### config.mk
export PLATFORM = sky130hd
export DESIGN_NAME = decr_timer_flat
export DESIGN_NICKNAME = d
export VERILOG_FILES = /design/src/rtl/decr_timer_if.sv /design/src/rtl/decr_timer.sv /design/src/flat_wrapper.sv
export SDC_FILE = /design/constraint.sdc
export NUM_CORES = 1
export LEC_CHECK = 0
export CAP_MARGIN = 20
export CORE_MARGIN = 2
export CORE_UTILIZATION = 35
export CTS_CLUSTER_DIAMETER = 30
export DETAILED_ROUTE_END_ITERATION = 16
export GPL_TIMING_DRIVEN = 0
export PLACE_DENSITY = 0.75
export RECOVER_POWER = 100
export SYNTH_ARGS = -nofsm -noshare
export SYNTH_HDL_FRONTEND = slang
export SYNTH_SLANG_ARGS = --single-unit
### constraint.sdc
create_clock -name clk -period 5.5 [get_ports clk]
set_input_delay 0.825 -clock clk [delete_from_list [all_inputs] [get_ports clk]]
set_output_delay 0.825 -clock clk [all_outputs]
set_load 0.03 [all_outputs]
### src/rtl/decr_timer_if.sv
// decr_timer_if: load handshake, run control and status bundle for decr_timer.
// Latency: none (wires only).
// Backpressure: load_rdy low while the timer is running; load_vld is ignored then.
//
// Signals:
//   load_vld / load_rdy / load_val : start-value handshake (master -> timer)
//   en, abort                      : count enable and run abort (master -> timer)
//   cnt, busy, expire              : registered status (timer -> master)
// Modports: master (controller side), slave (timer side).
interface decr_timer_if #(
    parameter int W = 16
) ();
    logic         load_vld;
    logic         load_rdy;
    logic [W-1:0] load_val;
    logic         en;
    logic         abort;
    logic [W-1:0] cnt;
    logic         busy;
    logic         expire;

    modport master (
        output load_vld,
        output load_val,
        output en,
        output abort,
        input  load_rdy,
        input  cnt,
        input  busy,
        input  expire
    );

    modport slave (
        input  load_vld,
        input  load_val,
        input  en,
        input  abort,
        output load_rdy,
        output cnt,
        output busy,
        output expire
    );
endinterface

### src/rtl/decr_timer.sv
// decr_timer: loadable down-counter/timer on a group-borrow-lookahead decrementor.
// Latency: one register stage; a load of N with en held high expires N cycles after the load edge.
// Backpressure: load_rdy is low only in RUN; loads offered then are dropped, not queued.
//
// Ports:
//   clk    : clock, all state on its rising edge
//   rst_n  : synchronous active-low reset
//   tif    : decr_timer_if.slave (load_vld/load_rdy/load_val, en, abort, cnt, busy, expire)
// Parameters:
//   W      : counter width (2..32)
//   GRP    : borrow-lookahead group size; the top group may be partial
// Optional feature macro: DECR_TIMER_RELOAD_EN
//   When defined, every accepted load value is kept in a reload register and a RUN
//   expiry reloads the count instead of stopping, giving a periodic expire tick.
module decr_timer #(
    parameter int W   = 16,
    parameter int GRP = 8
) (
    input  logic        clk,
    input  logic        rst_n,
    decr_timer_if.slave tif
);

    localparam int NGRP = (W + GRP - 1) / GRP;

    typedef enum logic [1:0] {
        IDLE = 2'd0,
        RUN  = 2'd1,
        DONE = 2'd2
    } state_t;

    state_t       state_q;
    logic [W-1:0] cnt_q;
    logic         busy_q;
    logic         rdy_q;
    logic         expire_q;
`ifdef DECR_TIMER_RELOAD_EN
    logic [W-1:0] reload_q;
`endif

    // ------------------------------------------------------------------
    // Fast decrementor: cnt_d = cnt_q - 1.
    // A group receives a borrow when every lower group is all-zero; the
    // borrow-in is the AND of those flags, not a bit-serial ripple. Inside
    // a group, bit i flips when the borrow reaches the group and bits below
    // it in the same group are all zero.
    // ------------------------------------------------------------------
    logic [W-1:0]    cnt_d;
    logic [NGRP-1:0] grp_zero;
    logic [NGRP-1:0] grp_bin;
    logic            cnt_zero;
    logic            cnt_one;

    genvar g, j;
    generate
        for (g = 0; g < NGRP; g++) begin : g_grp
            localparam int LO = g * GRP;
            localparam int HI = ((g + 1) * GRP > W) ? (W - 1) : ((g + 1) * GRP - 1);

            assign grp_zero[g] = ~|cnt_q[HI:LO];

            if (g == 0) begin : g_bin0
                assign grp_bin[g] = 1'b1;
            end else begin : g_binn
                assign grp_bin[g] = &grp_zero[g-1:0];
            end

            for (j = 0; j <= HI - LO; j++) begin : g_bit
                if (j == 0) begin : g_lsb
                    assign cnt_d[LO] = cnt_q[LO] ^ grp_bin[g];
                end else begin : g_up
                    assign cnt_d[LO+j] = cnt_q[LO+j] ^ (grp_bin[g] & ~|cnt_q[LO+j-1:LO]);
                end
            end
        end
    endgenerate

    // All groups zero is the decrementor's borrow-out: the count is zero.
    assign cnt_zero = &grp_zero;
    assign cnt_one  = cnt_q[0] & ~|cnt_q[W-1:1];

    // ------------------------------------------------------------------
    // Control FSM with registered status outputs.
    // ------------------------------------------------------------------
    always_ff @(posedge clk) begin
        if (!rst_n) begin
            state_q  <= IDLE;
            cnt_q    <= '0;
            busy_q   <= 1'b0;
            rdy_q    <= 1'b1;
            expire_q <= 1'b0;
`ifdef DECR_TIMER_RELOAD_EN
            reload_q <= '0;
`endif
        end else begin
            expire_q <= 1'b0;
            case (state_q)
                IDLE, DONE: begin
                    // abort has no meaning outside RUN, so it is not looked at here.
                    if (tif.load_vld) begin
`ifdef DECR_TIMER_RELOAD_EN
                        reload_q <= tif.load_val;
`endif
                        cnt_q <= tif.load_val;
                        if (tif.load_val != '0) begin
                            state_q <= RUN;
                            busy_q  <= 1'b1;
                            rdy_q   <= 1'b0;
                        end else begin
                            // Zero-length timer: skip RUN but still expire once.
                            state_q  <= DONE;
                            busy_q   <= 1'b0;
                            rdy_q    <= 1'b1;
                            expire_q <= 1'b1;
                        end
                    end
                end

                RUN: begin
                    if (tif.abort) begin
                        state_q <= IDLE;
                        busy_q  <= 1'b0;
                        rdy_q   <= 1'b1;
                    end else if (cnt_zero) begin
                        // Unreachable by construction; leave RUN rather than wrap.
                        state_q <= DONE;
                        busy_q  <= 1'b0;
                        rdy_q   <= 1'b1;
                    end else if (tif.en) begin
                        if (cnt_one) begin
                            expire_q <= 1'b1;
`ifdef DECR_TIMER_RELOAD_EN
                            // Periodic mode: restart from the stored value and stay in RUN.
                            cnt_q    <= reload_q;
`else
                            cnt_q    <= '0;
                            state_q  <= DONE;
                            busy_q   <= 1'b0;
                            rdy_q    <= 1'b1;
`endif
                        end else begin
                            cnt_q <= cnt_d;
                        end
                    end
                end

                default: begin
                    state_q <= IDLE;
                    busy_q  <= 1'b0;
                    rdy_q   <= 1'b1;
                end
            endcase
        end
    end

    assign tif.cnt      = cnt_q;
    assign tif.busy     = busy_q;
    assign tif.load_rdy = rdy_q;
    assign tif.expire   = expire_q;

endmodule

### src/flat_wrapper.sv
// flat-port wrapper written by rule: the top's interface ports become plain ports
module decr_timer_flat 
#(
    parameter int W   = 16,
    parameter int GRP = 8
)
  (clk, rst_n, tif_load_vld, tif_load_val, tif_en, tif_abort, tif_load_rdy, tif_cnt, tif_busy, tif_expire);
  decr_timer_if #(.W(W)) tif_i ();
  input  logic clk;
  input  logic rst_n;
  input wire logic [$bits(tif_i.load_vld)-1:0] tif_load_vld;
  input wire logic [$bits(tif_i.load_val)-1:0] tif_load_val;
  input wire logic [$bits(tif_i.en)-1:0] tif_en;
  input wire logic [$bits(tif_i.abort)-1:0] tif_abort;
  output wire logic [$bits(tif_i.load_rdy)-1:0] tif_load_rdy;
  output wire logic [$bits(tif_i.cnt)-1:0] tif_cnt;
  output wire logic [$bits(tif_i.busy)-1:0] tif_busy;
  output wire logic [$bits(tif_i.expire)-1:0] tif_expire;
  assign tif_i.load_vld = tif_load_vld;
  assign tif_i.load_val = tif_load_val;
  assign tif_i.en = tif_en;
  assign tif_i.abort = tif_abort;
  assign tif_load_rdy = tif_i.load_rdy;
  assign tif_cnt = tif_i.cnt;
  assign tif_busy = tif_i.busy;
  assign tif_expire = tif_i.expire;
  decr_timer #(.W(W), .GRP(GRP)) u_core (.clk(clk), .rst_n(rst_n), .tif(tif_i));
endmodule
==> results.toml <==
[logic_synthesis]
largest_family_of_logic_cells_by_synthesized_area = "compound AO/OA/AOI/OAI gates"
mappedNetlistArea_um2 = 1320
synth_top_flop_cell = "dfxtp_1"
synth-simple-area-share = 0.264
synthesis.nets = 182
post-synth-top-area-fraction = 0.303
synth-xor-area-share = 0.0199
synth_cells = 157
synth_area_leaders = "dfxtp_1, o32ai_1, o21ai_0"
asyncSetResetFlopFracSynth = 0
ys_seq_elements = 20
synth.yosys.seq_area_share = 0.303
ys_types = 47
total_number_of_yosys_warnings = 0
post_synth.cell_area_avg_um2 = 8.42
number_of_synthesized_flops_with_an_enable_pin = 0
synth_fa_ha_area_frac = 0.0378
yosys-mux-area-fraction = 0
synth.largest_area_cell = "dfxtp_1"
synth_compound_gate_area_share = 0.298

[timing]
rsz0062_at_grt = "false"
slew_viol_final = 0
setup_tns_ns = 0
clock-skew-final_ns = 0.00457
worst_slew_margin = 0.643
max_slew.worst_pin.slew_ns = 0.536
hold_violations = 0
timing.final.crit_period_ns = 2.79
setup_viol = 0
clock.fmax_ghz = 0.359
final.period_utilization = 0.507

[final_layout]
syn_to_final_growth_pct = 34.6
final.fill_count = 377
antenna_cells = 0
final_nets = 225
finalCoreUtilization = 0.490
mostFrequentLayoutCells = "dlygate4sd3_1, dfxtp_1, clkdlybuf4s50_1"
drive_gt1_frac = 0.0553

[worst_setup_path]
critical_path_required_ns = 5.63
ff2ff_setup_slack_ns = 2.71
timing.critical_path.arrival_ns = 2.91
worstPathMaxFanout = 10
end_kind = "register"
critical_path_class = "register to register"
worst-r2r-cell-count = 10
critPathLaunchType = "register"

[routing]
totalWireLength_um = 3940
wl_per_cell_um = 15.9
drt_first_pass_iters = 4
num_vias = 1414
detail_route.vias_per_cell = 5.72
drcViolationCount = 0
detailedRoute.firstIterationViolations = 118
final_antenna_net_count = 0

[placed_design]
global_placer_s_final_weighted_congestion = 0.842
hpwl_um = 2870
portBuffers = 38

[clock_tree]
clock-root-buffer = "clkbuf_8"
cts_setup_buffers = 0
clk_pin_slew_worst_paths_ns = 0.08
number_of_buffers_on_the_longest_clock_path = 2
insertion_delay_ns = 0.26
tritoncts = "built"
tritoncts_num_sinks = 20
cts_inserted_buffers = 3
cts_hold_buffers_added = 0
cts-resized-gates = 0
cts.htree.levels = 1

[pwr]
power_per_cell_area_nw_per_um2 = 270
leakage_nw = 0.692
irDropWorstVdd_v = 0.000115

[status]
run_status = "finished, final reports clean"

[die]
rows = 22
horizontal_extent_of_the_die_um = 65.5
io-pin-count = 40
die-height_um = 65.5
starting_density_of_the_core = 0.364
die-area_um2 = 4290
core_um2 = 3630

[global_routing]
wire_length_of_the_first_global_routing_pass_um = 6770
grt-ovfl-total = 0
grt_max_degree = 12
first_global_vias = 1379
grt_antenna_before_repair = 0
global_route.usage.total = 0.203

[worst_hold_path]
hold_class = "register to register"
whs_path_depth = 2

[job]
drv_cap = 0
[worst paths after layout]
| check | end | start |
|---|---|---|
| setup / recovery | u_core.tif.cnt[8]$_SDFFE_PN0P_ | u_core.tif.cnt[0]$_SDFFE_PN0P_ |
| hold / removal | u_core.tif.cnt[3]$_SDFFE_PN0P_ | u_core.tif.cnt[3]$_SDFFE_PN0P_ |
| setup reg to reg | u_core.tif.cnt[8]$_SDFFE_PN0P_ | u_core.tif.cnt[0]$_SDFFE_PN0P_ |
| hold reg to reg | u_core.tif.cnt[3]$_SDFFE_PN0P_ | u_core.tif.cnt[3]$_SDFFE_PN0P_ |
[cells by family after synthesis]
group / count (synthesis)
adders and majority gates: 4
DFF: 20
AOI/OAI and AO/OA: 56
and+or+nand+nor: 54
buffers and inverters: 20
xor gates and xnor gates: 3
[cell type report]
cell class	count	area (um2)	area share
Multi-Input combinational cell	117	802	0.450
Sequential cell	20	400	0.225
Inverter	12	45.0	0.0253
Timing Repair Buffer	38	380	0.214
Buffer	8	37.5	0.0211
Clock buffer	4	55.1	0.0309
Tap cell	48	60.1	0.0337
[worst max-delay path, stage by stage, from the launching register on]
cell      delay (ns)
dfxtp_1         0.33
inv_1           0.10
ha_1            0.19
or3b_1          0.43
inv_1           0.21
nand4_1         0.24
a31o_1          0.29
clkbuf_1        0.24
clkbuf_1        0.33
o21ai_0         0.22
a21oi_1         0.06
[flip-flops by register name, indices dropped and copies added (netlist names)]
| register | flops |
|---|---|
| u_core.tif.cnt | 16 |
| u_core.state_q | 1 |
| u_core.tif.busy | 1 |
| u_core.tif.expire | 1 |
| u_core.tif.load_rdy | 1 |
[metrics by stage]
step | worst slack, ns | hold slack, ns | instance area, um2 | total power, mW | cells
final | 2.71 | 0.524 | 1780 | 0.482 | 247
after global routing | 2.44 | 0.542 | 1780 | 0.512 | 247
after CTS | 3.20 | 0.530 | 1820 | 0.496 | 247
after detailed placement | 3.08 | 0.515 | 1760 | 0.380 | 243
after global placement | 3.05 | 0.518 | 1760 | 0.376 | 243
after floorplan | 3.41 | 0.562 | 1320 | 0.311 | 157
[where the power goes]
group	internal, mW	total, mW	switching (mW)
registers	0.159	0.179	0.0204
clock network	0.0639	0.117	0.0535
logic	0.0800	0.185	0.105
[synth_stat cells, drive strengths merged (2+ instances only)]
library cell / instances
nand4: 5
nor4: 7
buf: 5
nand2b: 4
a21oi: 11
a221oi: 5
o21ai: 12
ha: 4
o21a: 4
nor3: 4
o32ai: 7
dfxtp: 20
nand3: 3
and2: 2
a2bb2oi: 4
a32oi: 3
xnor2: 2
a31oi: 3
nor2: 11
nand2: 10
inv: 12
clkbuf: 3
nor2b: 2
[layer usage]
layer | track usage | up-vias | part of all wire
li1 | - | 688 | -
met1 | 0.272 | 656 | 0.46
met2 | 0.337 | 67 | 0.47
met3 | 0.0325 | 3 | 0.073
met4 | 0.0547 | 0 | 0.0041
met5 | 0 | - | 0
(Power assumes the default switching activity.)
==> edit 1: new RTL, config.mk and constraints unchanged <==
The option `DECR_TIMER_RELOAD_EN` is turned on by a define.
--- a/src/rtl/decr_timer.sv
+++ b/src/rtl/decr_timer.sv
@@ -13,4 +13,6 @@
 //   When defined, every accepted load value is kept in a reload register and a RUN
 //   expiry reloads the count instead of stopping, giving a periodic expire tick.
+`define DECR_TIMER_RELOAD_EN
+
 module decr_timer #(
     parameter int W   = 16,
Formal check against the unedited RTL: not equivalent (Yosys sat finds a counterexample within 4 cycles, from zero or initial values and one cycle with rst_n low).
==> edit 1 against the unedited design <==
Wire length is 46% higher; area after synthesis is 52% higher; non-clock buffer count up 12; global-route usage is 1.2 points lower; sequential cell count increased by 17; setup slack improved by 0.0028 ns; count of clock-buffer cells in the layout up 4; hold slack worse by 0.068 ns; design area is 44% higher; power is 47% higher; clock power increased by 58%; die area grew 49%; largest cell class unchanged; largest power group is now sequential cells; highest routed layer unchanged.
==> edit 1: results (changes against the unedited design) <==
[pwr]
combPwrFrac = 0.292  ; -0.092
leakage_nw = 0.990  ; +43%
switching_power_w = 0.000241  ; +34%
clkPwrFrac = 0.263  ; +0.019
ir_drop_mv = 0.0953  ; -17%
sw_frac_of_total = 0.341  ; -0.0308

[detailed_routing]
met2_length_mm = 2.68  ; +46%
drt-vias-per-instance = 5.64  ; -1.4%
wl_met1_mm = 2.54  ; +41%
topRoutingLayerUsed = met4
drt_iter0_drc = 131  ; +11%
routedWlPerCell_um = 15.3  ; -4.0%
route.met3.wl_um = 401  ; +40%
drtPass1Iterations = 5  ; +1

[place]
hpwlAfterDp_mm = 4.24  ; +47%
routabilityCongestion = 0.827  ; -1.8%
io_buffer_count = 39  ; +2.6%
post-place-ws_ns = 2.88  ; -0.193 ns

[global_route]
grt_start_max_net_pins = 11  ; -1
use_met1 = 0.250  ; -0.0221
grt_use_met3 = 0.0339  ; +0.00140
grt_use_met2 = 0.306  ; -0.0309
grt_pass1_vias = 1953  ; +42%
track_usage = 0.191  ; -0.0122
grt_pass1_wl_mm = 9.49  ; +40%

[synthesis]
synth_compound_area_frac = 0.246  ; -0.0522
syn_nets = 282  ; +55%
synthMuxAreaShare = 0.0255  ; +0.0255
ys_top_cells_by_area = dfxtp_1 (37%), nand2_1 (9.9%), a21oi_1 (5.0%)
ys_seq_area_frac = 0.367  ; +0.0647
synth_cell_types = 46  ; -2.1%
synth_common_cells = nand2_1 (53), dfxtp_1 (37), a21oi_1 (20), o21ai_0 (20), clkbuf_1 (13)
yosysWarnings = 0  ; unchanged
synth_xor_xnor_area_share = 0.0130  ; -0.00683
synth_flop_cell = dfxtp_1
syn_area_um2 = 2020  ; +52%
synth_fa_ha_area_frac = 0.0248  ; -0.0130

[status]
status = finished clean

[worst_setup_path]
r2r_setup_slack_ns = 2.71  ; about the same
crit_start = u_core.tif.cnt[0]$_SDFFE_PN0P_
reg2reg_depth = 9  ; -1
crit_arrival_ns = 2.93  ; +0.02 ns
r2r-end = u_core.tif.cnt[3]$_SDFFE_PN0P_
r2r-start = u_core.tif.cnt[0]$_SDFFE_PN0P_

[min_path]
whs_endpoint = u_core.reload_q[1]$_SDFFE_PN0P_
hp-start = u_core.reload_q[1]$_SDFFE_PN0P_
hp-class = flop to flop
hold_depth = 2  ; unchanged

[finish]
final_nets = 328  ; +46%
final.fill_count = 562  ; +49%
drive_gt1_frac = 0.0461  ; -0.00922
n_antenna_cell = 0  ; unchanged

[clock_tree]
cts_made_buffers = 5  ; +2
clk_latency_ns = 0.30  ; +0.04 ns
htreeDepth = 2  ; +1
cts.clk_slew.worst_paths_ns = 0.06  ; -0.02 ns

[sta]
clock-skew-final_ns = 0.00765  ; +0.00308 ns
finalCritPeriodShare = 0.506  ; about the same
tightest_slew_ns = 0.608  ; +0.0726 ns
hold_slack_ns = 0.457  ; -0.0679 ns

[edit 1: cell type report]
cell class              instances  area share
well taps                      72      0.0351
repair buffers                 39       0.152
plain buffers                  19      0.0317
flip-flops and latches         37       0.289
clock buffers                   8      0.0312
inverters                       9      0.0132
multi-input cells             192       0.448
[edit 1: per-stage QoR]
step                cell area (um2)  std cells
detailed placement             2500        368
global placement               2500        368
CTS                            2580        376
finish                         2560        376
global route                   2560        376
floorplan                      2020        257
[edit 1: critical path, stage by stage, from the launching register on]
cell and delay (ns):
dfxtp_1 0.39, inv_1 0.08, ha_1 0.26, or3b_1 0.32, inv_1 0.16, and4_1 0.19, o21ai_0 0.19, clkbuf_1 0.41
clkbuf_1 0.47, a31oi_1 0.16
[edit 1: logic make-up after synthesis]
group | count (synthesis)
XOR/XNOR | 3
buffers and inverters | 28
multiplexers | 5
adder cells (fa/ha/maj) | 4
flip-flops | 37
AND/OR/NAND/NOR | 102
AO/OA/AOI/OAI | 78
==> edit 2: new RTL, config.mk and constraints unchanged <==
Without the edit above. Re-encode `state_t` (3 states) as one-hot, 3 bits wide.
--- a/src/rtl/decr_timer.sv
+++ b/src/rtl/decr_timer.sv
@@ -24,8 +24,8 @@
     localparam int NGRP = (W + GRP - 1) / GRP;
 
-    typedef enum logic [1:0] {
-        IDLE = 2'd0,
-        RUN  = 2'd1,
-        DONE = 2'd2
+    typedef enum logic [2:0] {
+        IDLE = 3'b001,
+        RUN  = 3'b010,
+        DONE = 3'b100
     } state_t;
 
Check against the original RTL: same outputs for any inputs over 4 cycles, from zero or initial values and one cycle with rst_n low; so few cycles prove little.
==> edit 2 against the unedited design <==
Setup slack worse by 0.20 ns; design area grew 1.9%; first-iteration DRC count up 11%; hold slack got worse by 0.0052 ns; non-clock buffer count up 3; die area increased by 1.2%; sequential cell count grew 1; synthesized cell count up 5.7%; area after synthesis increased by 1.3%; core utilization increased by 0.55 points; wire length fell by 2.1%.
Power is not compared: it rests on default switching activity, and its combinational part moved more than twofold at a synthesized area within 25%.
==> edit 2: results (changes against the unedited design) <==
[place]
routabilityCongestion = 0.906  ; +7.6%
post-place-ws_ns = 2.85  ; -0.225 ns
dpl.cell_count = 253  ; +4.1%
hpwlAfterDp_mm = 2.80  ; -2.7%
io_buffer_count = 39  ; +2.6%
placement.cell_area_um2 = 1790  ; +1.6%

[detailed_routing]
routedWlPerCell_um = 15.0  ; -5.9%
drt-vias-per-instance = 5.68  ; -0.83%
drt_iter0_drc = 131  ; +11%
vias = 1459  ; +3.2%

[global_route]
track_usage = 0.181  ; -0.0222
grt_pass1_vias = 1241  ; -10%
grt_pass1_wl_mm = 6.07  ; -10%

[worst_setup_path]
crit_arrival_ns = 3.15  ; +0.24 ns
crit_end = u_core.tif.cnt[13]$_SDFFE_PN0P_
cpPeakStageDelay_ns = 0.64  ; +0.21 ns
cp_top_family = simple AND/OR/NAND/NOR gates
slowest_stage = or4_1

[finish]
final_nets = 235  ; +4.4%
drive_gt1_frac = 0.0383  ; -0.0170
final.fill_count = 370  ; -1.9%

[synthesis]
ys_seq_area_frac = 0.314  ; +0.0110
syn_nets = 191  ; +4.9%
synth_cell_types = 49  ; +4.3%
synthCells = 166  ; +5.7%
ys_top_cells_by_area = dfxtp_1 (31%), a21oi_1 (6.0%), o21ai_0 (5.2%)

[sta]
clock-skew-final_ns = 0.00176  ; -0.00281 ns
tightest_slew_ns = 0.908  ; +0.372 ns
finalCritPeriodShare = 0.543  ; +0.0365

[status]
status = finished clean

[clock_tree]
clockBufferDepth = 2  ; unchanged

## edit 2: how the worst min path moves through the flow
stage                                      from                               end  slack, ns  cells past startpoint
4_1_cts         u_core.tif.cnt[13]$_SDFFE_PN0P_   u_core.tif.cnt[13]$_SDFFE_PN0P_       0.53                      2
5_1_grt         u_core.tif.cnt[13]$_SDFFE_PN0P_   u_core.tif.cnt[13]$_SDFFE_PN0P_       0.56                      2
2_1_floorplan    u_core.state_q[2]$_SDFFE_PN0P_    u_core.state_q[2]$_SDFFE_PN0P_       0.54                      2
6_report       u_core.tif.load_rdy$_SDFFE_PN1P_  u_core.tif.load_rdy$_SDFFE_PN1P_       0.52                      2
3_5_place_dp   u_core.tif.load_rdy$_SDFFE_PN1P_  u_core.tif.load_rdy$_SDFFE_PN1P_       0.51                      2
3_3_place_gp   u_core.tif.load_rdy$_SDFFE_PN1P_  u_core.tif.load_rdy$_SDFFE_PN1P_       0.51                      2
## edit 2: worst reg2reg max path, stage by stage, from the launching register on
cell	delay, ns
dfxtp_1	0.34
inv_1	0.08
ha_1	0.16
or3b_1	0.34
clkbuf_1	0.21
or4_1	0.64
o311a_1	0.34
clkbuf_1	0.22
clkbuf_1	0.32
nand2_1	0.14
o22ai_1	0.08
## edit 2: kinds of logic (layout without fill, tap and decap cells)
family / after synthesis / after routing / synth area share
AO/OA/AOI/OAI: 66 / 66 / 0.332
XOR/XNOR: 4 / 4 / 0.0261
adder cells (fa/ha/maj): 4 / 4 / 0.0373
buffers and inverters: 18 / 61 / 0.0598
flip-flops: 21 / 21 / 0.314
AND/OR/NAND/NOR: 53 / 53 / 0.231
## edit 2: report_power, final
group	total, W	leakage (nW)	internal, W	switching [W]
registers	0.000241	0.173	0.000192	0.0000490
logic	0.000440	0.533	0.000187	0.000252
clock network	0.000104	0.0228	0.0000518	0.0000519
total	0.000784	0.729	0.000431	0.000353
## edit 2: routing by layer
layer  routed length [um]  GRT usage  part of all wire
met5                    0          0                 0
met4                   70     0.0703             0.018
met3                  305     0.0221             0.079
met1                 1790      0.257              0.46
met2                 1690      0.274              0.44
## edit 2: final cells by class
| cell class | instances | area, um2 | area share |
|---|---|---|---|
| flip-flops and latches | 21 | 420 | 0.232 |
| well taps | 48 | 60.1 | 0.0331 |
| repair buffers | 39 | 390 | 0.215 |
| multi-input cells | 127 | 830 | 0.457 |
| plain buffers | 10 | 38.8 | 0.0214 |
| clock buffers | 4 | 45.0 | 0.0248 |
| inverters | 8 | 30.0 | 0.0166 |
